### src/rtl/apb_uart_tx.sv
// apb_uart_tx: APB-slave UART transmitter with a 1-deep holding buffer.
// Frames each byte as start bit, data LSB-first, optional parity, stop bit.
// Optional feature macro: UART_TX_PARITY_EN (adds parity register at addr 5
// and a PARITY state between DATA and STOP).
// Bus handshake: APB has no ready; an access commits on the edge where
// psel & penable are high, prdata/pslverr are valid combinationally while psel=1.
module apb_uart_tx #(
   parameter int BIT_PERIOD_W = 14,
   parameter int ADDR_W       = 3
) (
   input  logic              clk,
   input  logic              rst,
   input  logic              psel,
   input  logic              penable,
   input  logic              pwrite,
   input  logic [ADDR_W-1:0] paddr,
   input  logic [7:0]        pwdata,
   output logic [7:0]        prdata,
   output logic              pslverr,
   output logic              serial_out,
   output logic              tx_busy
);

   localparam logic [ADDR_W-1:0] A_STATUS = ADDR_W'(0);
   localparam logic [ADDR_W-1:0] A_ERROR  = ADDR_W'(1);
   localparam logic [ADDR_W-1:0] A_PER_LO = ADDR_W'(2);
   localparam logic [ADDR_W-1:0] A_PER_HI = ADDR_W'(3);
   localparam logic [ADDR_W-1:0] A_SIZE   = ADDR_W'(4);
   localparam logic [ADDR_W-1:0] A_PARITY = ADDR_W'(5);
   localparam logic [ADDR_W-1:0] A_DATA   = ADDR_W'(6);

   typedef enum logic [2:0] {
      S_IDLE, S_START, S_DATA, S_STOP
`ifdef UART_TX_PARITY_EN
      , S_PARITY
`endif
   } state_t;

   // software-visible registers
   logic [BIT_PERIOD_W-1:0] bit_period_q, bit_period_d;
   logic [3:0]              data_size_q, data_size_d;
   logic [7:0]              buf_q, buf_d;
   logic                    buf_full_q, buf_full_d;
   logic                    overrun_q, overrun_d;
   logic [1:0]              par_ctrl_q, par_ctrl_d;

   // shift engine state
   state_t                  state_q;
   logic [BIT_PERIOD_W-1:0] cnt_q, per_q;
   logic [7:0]              shift_q;
   logic [3:0]              bits_q;
   logic                    par_en_q, par_bit_q, serial_out_q;

   logic       wr_en, rd_en, wr_buf, accept, drain, period_ok;
   logic [3:0] eff_size;
   logic [7:0] data_mask;
   logic       load_par_en, load_par_bit;

   assign wr_en     = psel & penable & pwrite;
   assign rd_en     = psel & penable & ~pwrite;
   assign period_ok = (bit_period_q >= BIT_PERIOD_W'(2));
   // buffer drains from IDLE or at the last clock of STOP (back-to-back frames)
   assign drain     = buf_full_q & period_ok &
                      ((state_q == S_IDLE) | ((state_q == S_STOP) & (cnt_q == '0)));
   assign wr_buf    = wr_en & (paddr == A_DATA);
   // a write while full is only accepted when the old byte leaves on the same edge
   assign accept    = wr_buf & (~buf_full_q | drain);
   assign eff_size  = ((data_size_q >= 4'd5) && (data_size_q <= 4'd8)) ? data_size_q : 4'd8;
   assign data_mask = 8'hFF >> (4'd8 - eff_size);

`ifdef UART_TX_PARITY_EN
   assign load_par_en  = par_ctrl_q[0];
   assign load_par_bit = (^(buf_q & data_mask)) ^ par_ctrl_q[1];
`else
   assign load_par_en  = 1'b0;
   assign load_par_bit = 1'b0;
`endif

   // next-state of the register file from APB writes, error-register reads and drains
   always_comb begin
      bit_period_d = bit_period_q;
      data_size_d  = data_size_q;
      buf_d        = buf_q;
      buf_full_d   = buf_full_q;
      overrun_d    = overrun_q;
      par_ctrl_d   = par_ctrl_q;
      if (wr_en) begin
         case (paddr)
            A_PER_LO: bit_period_d[7:0] = pwdata;
            A_PER_HI: bit_period_d[BIT_PERIOD_W-1:8] = pwdata[BIT_PERIOD_W-9:0];
            A_SIZE:   data_size_d = pwdata[3:0];
`ifdef UART_TX_PARITY_EN
            A_PARITY: par_ctrl_d = pwdata[1:0];
`endif
            default:  ;
         endcase
      end
      if (accept) begin
         buf_d      = pwdata;
         buf_full_d = 1'b1;
      end else if (drain) begin
         buf_full_d = 1'b0;
      end
      if (wr_buf & ~accept)
         overrun_d = 1'b1;
      else if (rd_en & (paddr == A_ERROR))
         overrun_d = 1'b0;
   end

   // register file flops
   always_ff @(posedge clk or posedge rst) begin
      if (rst) begin
         bit_period_q <= '0;
         data_size_q  <= '0;
         buf_q        <= '0;
         buf_full_q   <= 1'b0;
         overrun_q    <= 1'b0;
         par_ctrl_q   <= '0;
      end else begin
         bit_period_q <= bit_period_d;
         data_size_q  <= data_size_d;
         buf_q        <= buf_d;
         buf_full_q   <= buf_full_d;
         overrun_q    <= overrun_d;
         par_ctrl_q   <= par_ctrl_d;
      end
   end

   // frame engine: each state holds the line for per_q clocks, config latched at load
   always_ff @(posedge clk or posedge rst) begin
      if (rst) begin
         state_q      <= S_IDLE;
         cnt_q        <= '0;
         per_q        <= '0;
         shift_q      <= '0;
         bits_q       <= '0;
         par_en_q     <= 1'b0;
         par_bit_q    <= 1'b0;
         serial_out_q <= 1'b1;
      end else if (drain) begin
         state_q      <= S_START;
         shift_q      <= buf_q;
         per_q        <= bit_period_q;
         cnt_q        <= bit_period_q - 1'b1;
         bits_q       <= eff_size;
         par_en_q     <= load_par_en;
         par_bit_q    <= load_par_bit;
         serial_out_q <= 1'b0;
      end else if (state_q != S_IDLE) begin
         if (cnt_q != '0) begin
            cnt_q <= cnt_q - 1'b1;
         end else begin
            cnt_q <= per_q - 1'b1;
            case (state_q)
               S_START, S_DATA: begin
                  if (bits_q != 4'd0) begin
                     state_q      <= S_DATA;
                     serial_out_q <= shift_q[0];
                     shift_q      <= shift_q >> 1;
                     bits_q       <= bits_q - 4'd1;
`ifdef UART_TX_PARITY_EN
                  end else if (par_en_q) begin
                     state_q      <= S_PARITY;
                     serial_out_q <= par_bit_q;
`endif
                  end else begin
                     state_q      <= S_STOP;
                     serial_out_q <= 1'b1;
                  end
               end
`ifdef UART_TX_PARITY_EN
               S_PARITY: begin
                  state_q      <= S_STOP;
                  serial_out_q <= 1'b1;
               end
`endif
               default: begin
                  state_q      <= S_IDLE;
                  serial_out_q <= 1'b1;
               end
            endcase
         end
      end
   end

   // combinational read mux and error decode
   always_comb begin
      prdata  = 8'h00;
      pslverr = 1'b0;
      if (psel) begin
         case (paddr)
            A_STATUS: begin
               prdata  = {6'b0, buf_full_q, tx_busy};
               pslverr = pwrite;
            end
            A_ERROR: begin
               prdata  = {7'b0, overrun_q};
               pslverr = pwrite;
            end
            A_PER_LO: prdata = bit_period_q[7:0];
            A_PER_HI: prdata = 8'(bit_period_q[BIT_PERIOD_W-1:8]);
            A_SIZE:   prdata = {4'b0, data_size_q};
`ifdef UART_TX_PARITY_EN
            A_PARITY: prdata = {6'b0, par_ctrl_q};
`endif
            A_DATA:   prdata = buf_q;
            default:  pslverr = 1'b1;
         endcase
      end
   end

   assign serial_out = serial_out_q;
   assign tx_busy    = (state_q != S_IDLE);

   logic unused_par;
   assign unused_par = &{1'b0, par_en_q, par_bit_q, load_par_en, load_par_bit, par_ctrl_q};

endmodule

### config.mk
export PLATFORM = sky130hd
export DESIGN_NAME = apb_uart_tx
export DESIGN_NICKNAME = d
export VERILOG_FILES = /design/src/rtl/apb_uart_tx.sv
export SDC_FILE = /design/constraint.sdc
export NUM_CORES = 1
export LEC_CHECK = 0
export ABC_AREA = 0
export ABC_CLOCK_PERIOD_IN_PS = 3850
export CAP_MARGIN = 20
export CORE_MARGIN = 4
export CORE_UTILIZATION = 25
export DETAILED_ROUTE_END_ITERATION = 8
export PLACE_DENSITY = 0.42
export SLEW_MARGIN = 20
export SYNTH_ARGS = -nofsm -noshare
export SYNTH_HDL_FRONTEND = slang
export SYNTH_SLANG_ARGS = --single-unit
### constraint.sdc
create_clock -name clk -period 3.85 [get_ports clk]
set_input_delay 0.385 -clock clk [delete_from_list [all_inputs] [get_ports clk]]
set_output_delay 0.385 -clock clk [all_outputs]
set_load 0.005 [all_outputs]
==> metrics.txt <==
Final Hold Viols=0; proportion of netlist area held by the largest area contributor=between 40% and 50%; Tmin final=around 3.1 ns; port bufs=26; critical path type=register to register; via count=3266; max cap viols=0; syn avg cell area=a little over 9 um2; hold path start=overrun_q; cell family with most CP delay=simple AND/OR/NAND/NOR gates; VDD IR-drop max=approximately 0.25 mV; Worst Setup EP=cnt_q[10]; crit end category=register; Yosys cell types=between 50 and 60; FF-to-FF setup slack=about 0.75 ns; hold-fix buffer count after cts=0; Die Span X=between 100 and 150 um; R2R Path End=cnt_q[10]; antenna diode count=0; Slew headroom=between 30 and 40%; worst hold path type=register to register; critical path depth=10; TritonCTS Sinks=71; final clock period utilization by the worst path=about 80%; # H-tree levels=3; ranking of synthesized cells by area=dfrtp_1 (45%), mux2_2 (7.5%), nand2_1 (7.0%); top cell type by total area after synthesis=dfrtp_1; reg2reg start=bit_period_q[5]; First DRT Iteration DRCs=~290; total track usage=between 10 and 15%; EDFF count, synth=0; Critical Path Start Type=register; first-pass GRT wire length=19400 um; post_cts resized=0; I/O Pins=27; nets=between 400 and 500; ratio of cells with drive above 1 in the final layout=between 10% and 20%; crit-path cells=nor4_1 > nand4_1 > o2111a_1 > a221o_1 > inv_1 > ha_1 > nand4b_1 > nor4_2 > nand3_1 > o311ai_1; Clock Latency Late Sink=between 0.3 and 0.4 ns; Worst-Margin Slew=between 0.9 and 1 ns; sequential fraction of the synthesis area=a little under half; Logic pwr share=roughly 37%; Synth Register Bits=around 70; CP Launch Point=bit_period_q[5]; Post-synth ARST share=100%; global route total overflow=0; switching power=about 1400 uW; fin area=between 4000 and 5000 um2; Placer Congestion=between 0.8 and 0.9; CP max stage delay=~0.56 ns; Seq pwr share=a little over a third; CP max FO=5; Post-Route WL=approximately 12000 um; commonest non-fill, non-tap cells in the layout=nand2_1 (72), dfrtp_1 (70), nor2_1 (34), a21oi_1 (30); initial antenna violation count=0; Placed Area=about 4400 um2; synthesized area=3880 um2; Vias/cell=5.04; drt wl/cell=about 18 um; Total Die Area=roughly 18000 um2; Buf/Inv on CP=1; hpwl dp=between 8000 and 9000 um; synth warn=0; Num CTS Buffers=9; clk_skew=0.00882 ns; # rows=45; clock power share=27.6%; static leakage=between 0.002 and 0.0025 uW; synthesized instance count=approximately 420; setup violators final=0; DRT Pass-1 Iters=5; Pwr per Cell Area=between 700 and 800 nW/um2; number of remaining DRC errors=0; vias in the first global route=roughly 3400; Initial Util=between 20% and 30%; Top FF cell, synth=dfrtp_1; Max Clock Freq=323 MHz; P_int=~2200 uW; Routed Antenna Nets=0; RSZ-0062 raised after global routing=false; Core ar.=15200 um2; Post-CTS Setup Inserts=0; CTS root buf=clkbuf_16; sw frac=roughly two fifths; final slew viol count=0; Reg2Reg Depth=10; largest net degree at the start of global routing=40; commonest non-fill, non-tap cell in the layout=nand2_1; Worst-path clk slew=0.06 ns; CP arrival=approximately 3.3 ns; CTS tree=built; syn nets=439; Crit-path slowest cell=nor4_1; Die H=133 um; outcome=completed; CP required=between 4 and 5 ns; area grow syn2layout=23.3%; clk buf depth=2; setup tns final=0 ns
[stage by stage]
| stage | cells | power, uW | util [%] | worst slack [ns] | hold slack, ns |
|---|---|---|---|---|---|
| floorplan | 419 | 2130 | - | 1.07 | 0.446 |
| detailed placement | 632 | 2600 | 29.2 | 0.734 | 0.482 |
| CTS | 648 | 3600 | 31.5 | 0.721 | 0.501 |
| global route | 648 | 3830 | 31.5 | 0.487 | 0.517 |
| finish | 648 | 3560 | 31.5 | 0.754 | 0.499 |
| global placement | 632 | 2590 | 29.2 | 0.635 | 0.464 |
[registers in the layout, summed over array words and instances, names as in the netlist]
signal and flops:
overrun_q 1, per_q 14, buf_full_q 1, shift_q 8
serial_out 1, data_size_q 4, state_q 2, buf_q 8
cnt_q 14, bits_q 4, bit_period_q 14
[routing by layer]
layer  global-route usage, %  routed length, um  vias to the layer above
met1                    19.4               5580                     1586
li1                        -                  -                     1579
met5                       0                  0                        -
met2                    21.7               5440                       86
met4                    3.87                190                        0
met3                    3.92                519                       15
[power by group through the flow]
stage	Clock, uW	Sequential [uW]	Combinational, uW
6_report	984	1270	1310
5_1_grt	1040	1310	1480
4_1_cts	1010	1270	1320
3_5_place_dp	0	1280	1320
3_3_place_gp	0	1280	1310
2_1_floorplan	0	1180	949
[cell families (layout without fill, tap and decap cells)]
group	Yosys count	in the layout	share of synthesized area, %
simple gates	166	166	20.4
buf+inv	28	69	2.87
xor+xnor	10	10	2.26
compound gates	105	105	17.2
fa+ha+maj	4	4	1.29
flops	71	71	45.8
mux	35	35	10.2
[worst min-delay path by stage]
| stage | endpoint | slack, ns | cells after the start |
|---|---|---|---|
| after global placement | per_q[11] | 0.46 | 2 |
| final | overrun_q | 0.50 | 1 |
| after CTS | per_q[7] | 0.50 | 1 |
| after global routing | per_q[7] | 0.52 | 1 |
| after floorplan | per_q[11] | 0.45 | 2 |
| after detailed placement | per_q[7] | 0.48 | 1 |
[worst register-to-register path: stages, from the launching register on]
cell and delay (ns):
dfrtp_1 0.45, nor4_1 0.56, nand4_1 0.25, o2111a_1 0.24
a221o_1 0.36, inv_1 0.09, ha_1 0.18, nand4b_1 0.17
nor4_2 0.31, nand3_1 0.15, o311ai_1 0.26
[cell type report]
type,instances,area [um2]
clock inverter,6,116
fill,1616,10400
clock buffer,10,229
multi-input combinational,320,2000
inverter,11,41.3
tap,188,235
sequential,71,1780
timing repair buffer,42,393
[cell usage after synthesis (4+ instances only)]
cell      instances
nand2_1          72
dfrtp_1          70
nor2_1           35
a21oi_1          30
mux2_2           26
o21ai_0          23
clkbuf_1         11
inv_1            11
nor3_1           11
mux2i_1           8
a31oi_1           7
nand3_1           7
xnor2_1           7
and2_1            6
nand4_1           6
buf_2             5
nor2b_1           5
o21ai_1           5
a21o_1            4
a221o_1           4
a22o_1            4
ha_1              4
nand2b_1          4
nor4_2            4
o21a_1            4
Power figures use the tool's default switching activity.
